$ cat src/rtl/cdma_cmd_arb.sv
// Multi-channel DMA command front end: round-robin arbitration onto one engine port,
// an in-order tag FIFO, and routing of engine completions back to the issuing channel.
module cdma_cmd_arb #(
    parameter int N_CH           = 4,
    parameter int ADDR_BITS      = 64,
    parameter int LEN_BITS       = 32,
    parameter int MAX_INFLIGHT   = 16,
    parameter int CH_OUTSTANDING = 8
) (
    input  logic                             aclk,
    input  logic                             aresetn,
    input  logic [N_CH-1:0]                  s_valid,
    output logic [N_CH-1:0]                  s_ready,
    input  logic [N_CH*ADDR_BITS-1:0]        s_addr,
    input  logic [N_CH*LEN_BITS-1:0]         s_len,
    output logic [N_CH-1:0]                  s_done,
    output logic                             m_valid,
    input  logic                             m_ready,
    output logic [ADDR_BITS-1:0]             m_addr,
    output logic [LEN_BITS-1:0]              m_len,
    input  logic                             m_done,
    output logic [$clog2(MAX_INFLIGHT+1)-1:0] inflight,
    output logic                             err_unexp
);

    localparam int CW = (N_CH > 1) ? $clog2(N_CH) : 1;
    localparam int IW = $clog2(MAX_INFLIGHT + 1);
    localparam int PW = $clog2(MAX_INFLIGHT);
    localparam int OW = $clog2(CH_OUTSTANDING + 1);
    localparam logic [IW-1:0] ONE_I = IW'(1'b1);
    localparam logic [PW-1:0] ONE_P = PW'(1'b1);
    localparam logic [OW-1:0] ONE_O = OW'(1'b1);

    logic [CW-1:0]        rr_ptr_r;
    logic [OW-1:0]        cnt_r [N_CH];
    logic [CW-1:0]        fifo_ch_r [MAX_INFLIGHT];
    logic                 fifo_loc_r [MAX_INFLIGHT];
    logic [PW-1:0]        wr_ptr_r;
    logic [PW-1:0]        rd_ptr_r;
    logic [IW-1:0]        count_r;
    logic [IW-1:0]        nl_cnt_r;
    logic [IW-1:0]        pend_r;
    logic                 m_valid_r;
    logic [ADDR_BITS-1:0] m_addr_r;
    logic [LEN_BITS-1:0]  m_len_r;
    logic [N_CH-1:0]      s_done_r;
    logic                 err_r;

    logic                 out_free_s;
    logic                 full_s;
    logic [N_CH-1:0]      elig_s;
    logic [N_CH-1:0]      len_zero_s;
    logic [ADDR_BITS-1:0] addr_a_s [N_CH];
    logic [LEN_BITS-1:0]  len_a_s [N_CH];
    logic                 grant_s;
    logic [CW-1:0]        grant_ch_s;
    logic [CW-1:0]        idx_s;
    logic [CW-1:0]        rr_next_s;
    logic [ADDR_BITS-1:0] grant_addr_s;
    logic [LEN_BITS-1:0]  grant_len_s;
    logic                 grant_local_s;
    logic [CW-1:0]        head_ch_s;
    logic                 head_loc_s;
    logic                 err_hit_s;
    logic [IW-1:0]        eff_s;
    logic                 retire_s;
    logic                 retire_nl_s;
    logic [N_CH-1:0]      done_vec_s;
    logic [N_CH-1:0]      ready_vec_s;

    // Unpack channel buses and decide which channels may be granted this cycle.
    always_comb begin
        out_free_s = !m_valid_r || m_ready;
        full_s     = (count_r == IW'(MAX_INFLIGHT));
        for (int i = 0; i < N_CH; i++) begin
            addr_a_s[i]   = s_addr[i*ADDR_BITS +: ADDR_BITS];
            len_a_s[i]    = s_len[i*LEN_BITS +: LEN_BITS];
            len_zero_s[i] = (len_a_s[i] == {LEN_BITS{1'b0}});
            elig_s[i]     = s_valid[i] && (cnt_r[i] < OW'(CH_OUTSTANDING)) && !full_s
                            && (len_zero_s[i] || out_free_s);
        end
    end

    // Round-robin pick: first eligible channel at or after rr_ptr.
    always_comb begin
        grant_s    = 1'b0;
        grant_ch_s = {CW{1'b0}};
        idx_s      = {CW{1'b0}};
        for (int k = 0; k < N_CH; k++) begin
            idx_s      = CW'((int'(rr_ptr_r) + k) % N_CH);
            grant_ch_s = (!grant_s && elig_s[idx_s]) ? idx_s : grant_ch_s;
            grant_s    = grant_s || elig_s[idx_s];
        end
        rr_next_s     = CW'((int'(grant_ch_s) + 1) % N_CH);
        grant_addr_s  = addr_a_s[grant_ch_s];
        grant_len_s   = len_a_s[grant_ch_s];
        grant_local_s = len_zero_s[grant_ch_s];
    end

    // Head-of-FIFO retire decision; stray completions are flagged and dropped.
    always_comb begin
        head_ch_s   = fifo_ch_r[rd_ptr_r];
        head_loc_s  = fifo_loc_r[rd_ptr_r];
        err_hit_s   = m_done && (nl_cnt_r == pend_r);
        eff_s       = pend_r + {{(IW-1){1'b0}}, (m_done && !err_hit_s)};
        retire_s    = (count_r != {IW{1'b0}}) && (head_loc_s || (eff_s != {IW{1'b0}}));
        retire_nl_s = retire_s && !head_loc_s;
        for (int i = 0; i < N_CH; i++) begin
            done_vec_s[i]  = retire_s && (head_ch_s == CW'(i));
            ready_vec_s[i] = grant_s && (grant_ch_s == CW'(i));
        end
    end

    // Control state: pointers, occupancy, per-channel counters, output register.
    always_ff @(posedge aclk) begin
        if (!aresetn) begin
            rr_ptr_r  <= {CW{1'b0}};
            wr_ptr_r  <= {PW{1'b0}};
            rd_ptr_r  <= {PW{1'b0}};
            count_r   <= {IW{1'b0}};
            nl_cnt_r  <= {IW{1'b0}};
            pend_r    <= {IW{1'b0}};
            m_valid_r <= 1'b0;
            m_addr_r  <= {ADDR_BITS{1'b0}};
            m_len_r   <= {LEN_BITS{1'b0}};
            s_done_r  <= {N_CH{1'b0}};
            err_r     <= 1'b0;
            for (int i = 0; i < N_CH; i++) begin
                cnt_r[i] <= {OW{1'b0}};
            end
        end else begin
            if (grant_s) begin
                rr_ptr_r <= rr_next_s;
                wr_ptr_r <= wr_ptr_r + ONE_P;
            end
            if (retire_s) begin
                rd_ptr_r <= rd_ptr_r + ONE_P;
            end
            case ({grant_s, retire_s})
                2'b10:   count_r <= count_r + ONE_I;
                2'b01:   count_r <= count_r - ONE_I;
                default: count_r <= count_r;
            endcase
            case ({grant_s && !grant_local_s, retire_nl_s})
                2'b10:   nl_cnt_r <= nl_cnt_r + ONE_I;
                2'b01:   nl_cnt_r <= nl_cnt_r - ONE_I;
                default: nl_cnt_r <= nl_cnt_r;
            endcase
            pend_r <= retire_nl_s ? (eff_s - ONE_I) : eff_s;
            for (int i = 0; i < N_CH; i++) begin
                case ({ready_vec_s[i], done_vec_s[i]})
                    2'b10:   cnt_r[i] <= cnt_r[i] + ONE_O;
                    2'b01:   cnt_r[i] <= cnt_r[i] - ONE_O;
                    default: cnt_r[i] <= cnt_r[i];
                endcase
            end
            // Loading only on a nonzero grant keeps m_addr/m_len stable under backpressure.
            if (grant_s && !grant_local_s) begin
                m_valid_r <= 1'b1;
                m_addr_r  <= grant_addr_s;
                m_len_r   <= grant_len_s;
            end else if (out_free_s) begin
                m_valid_r <= 1'b0;
            end
            s_done_r <= done_vec_s;
            err_r    <= err_r | err_hit_s;
        end
    end

    // Tag storage; contents are only meaningful between rd_ptr and wr_ptr.
    always_ff @(posedge aclk) begin
        if (grant_s) begin
            fifo_ch_r[wr_ptr_r]  <= grant_ch_s;
            fifo_loc_r[wr_ptr_r] <= grant_local_s;
        end
    end

    assign s_ready   = ready_vec_s;
    assign s_done    = s_done_r;
    assign m_valid   = m_valid_r;
    assign m_addr    = m_addr_r;
    assign m_len     = m_len_r;
    assign inflight  = count_r;
    assign err_unexp = err_r;

endmodule

$ cat config.mk
export PLATFORM = sky130hd
export DESIGN_NAME = cdma_cmd_arb
export DESIGN_NICKNAME = d
export VERILOG_FILES = /design/src/rtl/cdma_cmd_arb.sv
export SDC_FILE = /design/constraint.sdc
export NUM_CORES = 1
export LEC_CHECK = 0
export ABC_AREA = 1
export CAP_MARGIN = 30
export CORE_AREA = 2 2 194 196
export CTS_CLUSTER_DIAMETER = 50
export DETAILED_ROUTE_END_ITERATION = 10
export DIE_AREA = 0 0 196 198
export PLACE_DENSITY = 0.68
export SYNTH_ARGS = -nofsm -noshare
export SYNTH_HDL_FRONTEND = slang
export SYNTH_SLANG_ARGS = --single-unit
$ cat constraint.sdc
create_clock -name aclk -period 6.4 [get_ports aclk]
set_input_delay 0.64 -clock aclk [delete_from_list [all_inputs] [get_ports aclk]]
set_output_delay 0.64 -clock aclk [all_outputs]
set_load 0.02 [all_outputs]
; ---- Word level (Yosys, flattened, before mapping)
; Memory sizes are Yosys's and may differ from the RTL's. A register that Yosys moved wholly into a read port is not among the register bits.
; Index checks and enable logic that the tools add are counted.
[op_classes]
add_sub_neg = 20
magnitude_cmp = 10
eq_ne = 20
reduce_logical = 60
muxes = 80
bitwise = 14
[ops]
columns = op, count
row1 = 64-bit binary-select mux with 2-bit select, 1
row2 = 32-bit zero test, 4
row3 = 64-bit two-way mux, 2
row4 = 32-bit binary-select mux with 2-bit select, 1
row5 = 32-bit two-way mux, 2
row6 = 4-bit two-way mux, 16
row7 = 1-bit two-way mux, 46
row8 = 1-bit logical AND, 28
row9 = 4-bit by 1-bit adder with 4-bit output (second input constant), 6
row10 = 2-bit == test (second input constant), 10
row11 = 5-bit one-hot mux with 2 select lines, 2
row12 = 2-bit by 1-bit == test with 1-bit output (second input constant), 8
row13 = 4-bit < comparator (second input constant), 4
row14 = 4-bit by 1-bit subtractor with 4-bit output (second input constant), 4
row15 = 2-bit by 3-bit < comparator with 1-bit output (second input constant), 5
row16 = 5-bit by 1-bit subtractor with 5-bit output (second input constant), 3
row17 = 1-bit OR, 13
row18 = 5-bit by 1-bit adder with 5-bit output (second input constant), 2
row19 = 1-bit binary-select mux with 2-bit select, 5
row20 = 5-bit nonzero test, 2
row21 = 1-bit logical OR, 9
row22 = 1-bit zero test, 8
row23 = 2-bit two-way mux, 4
row24 = 2-bit OR reduction, 4
row25 = 10 further kinds, 15
[totals]
memories = 3
inputBits = 392
ff_bits = 127
mem_bits_rw = 64
wordCells = 218
[mem_list]
columns = name, words, width, rd, rd_ports_with_merged_regs, wr, line
row1 = fifo_ch_r, 16, 2, 1, 1, 1, 36  ; logic [CW-1:0] fifo_ch_r [MAX_INFLIGHT];
row2 = cnt_r, 4, 4, 4, 0, 4, 35  ; logic [OW-1:0] cnt_r [N_CH];
row3 = fifo_loc_r, 16, 1, 1, 1, 1, 37  ; logic fifo_loc_r [MAX_INFLIGHT];

; ---- Longest topological paths before layout
[depth]
ltp_word = 20
depth_mapped = 27
mapped_depth_nobuf = 25

; ---- Least setup slack after synthesis
; Ideal clock, no wire load.
[synth_timing]
kind = in2reg
from = input port s_len[38]
to = memory cnt_r[1][0] (netlist bit) (enable)
setup_ps = 361
slack_ps = 2368
path_stages = 23
t_required_ps = 6039
arrival_ps = 3671
cell_sequence = nor2_1 -> nand2_1 -> nor2_1 -> nand2_1 -> o21ai_1 -> nand3_1 -> nand3_1 -> nand2_2 -> nand2_1 -> nand2_1 -> nand2_1 -> nand3_2 -> buf_2 -> buf_2 -> inv_1 -> ha_1 -> nand2_1 -> inv_1 -> ha_1 -> inv_1 -> a31oi_1 -> inv_1 -> o21ai_0
[synth_lines]
columns = item, line
row1 = start: declaration, 15  ; input logic [N_CH*LEN_BITS-1:0] s_len,
row2 = end: declaration, 35

; ---- Worst setup path after layout
[layout_timing]
from = input port s_len[96]
to = output port s_ready[3]
[layout_between]
elab_chain_cells = 12
elab_cells_between_ends = 26
[layout_lines]
columns = item, line
row1 = 32-bit zero test *, 78  ; len_zero_s[i] = (len_a_s[i] == {LEN_BITS{1'b0}});
row2 = 1-bit logical OR *, 80  ; && (len_zero_s[i] || out_free_s);
row3 = 1-bit logical AND *, 80
row4 = 1-bit binary-select mux with 2-bit select, "91, 92"
row5 = 1-bit two-way mux (implied by the code), "91, 92"
row6 = 1-bit zero test or 1-bit logical OR (tied branches), "91, 92"
row7 = "1-bit logical AND, or another cell as far along", 91  ; grant_ch_s = (!grant_s && elig_s[idx_s]) ? idx_s : grant_ch_s;
row8 = "2-bit two-way mux, or another cell as far along", 91
row9 = 2-bit two-way mux or 1-bit logical AND (tied branches), 91
row10 = 2-bit two-way mux *, 91
row11 = via grant_ch_s[0], 56  ; logic [CW-1:0] grant_ch_s;
row12 = 2-bit == test *, 110  ; ready_vec_s[i] = grant_s && (grant_ch_s == CW'(i));
row13 = 1-bit logical AND *, 110
row14 = end: declaration, 13  ; output logic [N_CH-1:0] s_ready,
; Mark *: on every way through the listed nets, which the timed path passes. The rest lies on a longest branch. The select of a mux whose other input is x is not followed.

==> metrics.txt <==
CTS tree yes; minimum clock period 5000 ps; DRC 0; largest net degree at the start of global routing 194; Placer Congestion 1.00; # Post-CTS Setup Buffers 0; share of layout cells above drive strength 1 2.21%; most common cell in the netlist nand2_1; Synth Flop Type dfxtp_1; Area Growth Syn to Fin 44.6%; drt total wl 53,800 µm; RSZ-0062 raised after global routing no; Max Cap Viol 0; Yosys warning count 0; static leakage 8.92 nW; die area 0.0388 mm²; TritonCTS Buffers 17; Overflow after GRT 0; post-CTS resize count 0; critical path class input pin to output port; final slew viol count 0; pre-CTS setup slack 1170 ps; Root Buffer clkbuf_16; Cells after Synth 2,052; vias per cell 4.81; Die Span Y 198 µm; DR pass1 iterations 6; largest area contributor in the netlist dfxtp_1; relative slew slack 18.9%; Finished Layout Cells 2,980; ranking of synthesized cells by area dfxtp_1 20%, nand2_1 17%, edfxtp_1 14%; clock-pin slew on the worst setup and hold paths 90 ps; CP Capture Type output port; Vias 14,300; Max FO, Critical Path 14; Post-synth EDFFs 64; ANT nets after route 0; maximum VDD drop 1.21 mV; initial antenna violation count 24; Initial Util 35.9%; Port Buffers 502; Mapped Nets 2,486; final hold viol count 0; dpl hpwl 42,200 µm; Max clock buf depth 2; Placed Area 0.0185 mm²; vias in the first global route 14,000; crit path launch type input pin; core area 0.0370 mm²; final setup fails 0; Pwr Density 649 mW/mm²; TNS Setup 0 ps; skew final 18.3 ps; fmax 200 MHz; Die Wd 196 µm; top cell type's share of synthesized area 19.8%; cts hold-fix bufs 0; CP required 5760 ps; Mean Syn Cell Area 6.47 µm²; Hold WC Path Type flip-flop to flip-flop; Post-synth ARST share 0%; clk_lat worst skew 460 ps; Cells after DPL 2,934; Post-Syn Area 0.0133 mm²; final cycle utilization of the critical path 78.1%; clock sink count 195; Worst Max-Slew Pin Slew 1220 ps; WP data arrival 4360 ps; Total GRT Usage 27.6%; initial DRC count 721; IO Count 503; status finished, final reports clean; Site Rows 71; H-tree Lvls 4; PnR worst setup slack 1400 ps; flops & latches, synth 195; Design Area, Final 0.0192 mm²; synth cell count leaders 588 x nand2_1, 396 x inv_1, 316 x nor2_1; # nets final 2,914; total power 12.5 mW; synth unique cells 38; WL per Instance 18.1 µm; Seq/Total Area, Yosys 34.2%; first-pass GRT wire length 81,300 µm
layout by cell type, fill, tap and decap left out, types with 3 or more instances in the layout:
master / instances
xor2_1: 9
inv_8: 4
diode_2: 13
nand2_1: 588
fa_1: 5
or2_2: 4
clkbuf_16: 17
inv_1: 396
dfxtp_1: 131
nand3_1: 44
o21ai_0: 45
buf_4: 10
mux2i_1: 12
ha_1: 37
nand4_1: 13
inv_6: 3
a31oi_1: 4
nor2_1: 316
o211ai_1: 200
xnor2_1: 11
clkinv_8: 5
nor3_1: 3
o21ai_1: 4
nand3b_1: 3
edfxtp_1: 64
clkdlybuf4s50_1: 501
a21oi_1: 40
final timing paths:
| check | cells past startpoint | slack, ps | endpoint | startpoint |
|---|---|---|---|---|
| setup / recovery | 16 | 1400 | s_ready[3] | s_len[96] |
| hold / removal | 2 | 490 | nl_cnt_r[4]$_SDFFE_PN0P_ | nl_cnt_r[4]$_SDFFE_PN0P_ |
| setup reg to reg | 25 | 1600 | nl_cnt_r[4]$_SDFFE_PN0P_ | nl_cnt_r[0]$_SDFFE_PN0P_ |
| hold reg to reg | 2 | 490 | nl_cnt_r[4]$_SDFFE_PN0P_ | nl_cnt_r[4]$_SDFFE_PN0P_ |
critical path, cell delays in order:
cell and delay [ps]:
clkdlybuf4s50_1 570, nor2_1 160, nand2_1 90, nor2_1 160, nand2_1 70, o21ai_1 250, nand3_1 170, nand3_1 120
nand2_1 130, nand4_1 520, nand3_4 260, inv_1 170, ha_1 160, nand2_1 110, inv_1 140, clkdlybuf4s50_1 610
flip-flops by register name, summed over array words and instances (netlist names), named ones only:
name / flops
cnt_r: 16
err_unexp: 1
fifo_ch_r: 32
fifo_loc_r: 16
inflight: 5
m_addr: 64
m_len: 32
m_valid: 1
nl_cnt_r: 5
pend_r: 5
rd_ptr_r: 4
rr_ptr_r: 2
s_done: 4
wr_ptr_r: 4
cell type report:
| type | instances | area (µm²) |
|---|---|---|
| sequential | 195 | 4540 |
| inverter | 398 | 1500 |
| tap | 474 | 593 |
| antenna | 13 | 32.5 |
| clock buffer | 17 | 425 |
| timing repair buffer | 515 | 5180 |
| multi-input combinational | 1353 | 6730 |
| clock inverter | 15 | 195 |
| fill | 3692 | 17800 |
logic make-up after synthesis:
group	share of synthesized area (%)
DFF	34.2
AOI/OAI and AO/OA	15.4
muxes	0.905
adders and majority gates	4.24
xor gates and xnor gates	1.32
buffers and inverters	15.3
and+or+nand+nor	28.6
where the power goes:
group	switching [mW]	internal, mW	total, mW
registers	0.245	1.94	2.19
clock network	0.582	0.568	1.15
logic	5.88	3.23	9.11
total	6.71	5.74	12.5
through the flow:
stage               hold slack, ps  util (%)
floorplan                      452         -
CTS                            493      51.8
finish                         490      51.9
global route                   523      51.9
detailed placement             475      50.1
global placement               453      50.0
metal layers:
| layer | vias up | global-route usage (%) | wire length, µm |
|---|---|---|---|
| met5 | - | 0 | 127 |
| met4 | 20 | 7.97 | 1150 |
| met3 | 77 | 7.94 | 3860 |
| met2 | 419 | 48.6 | 26600 |
| met1 | 6528 | 32.7 | 22000 |
| li1 | 7289 | - | - |
No activity file was read; power rests on OpenSTA's default activity.
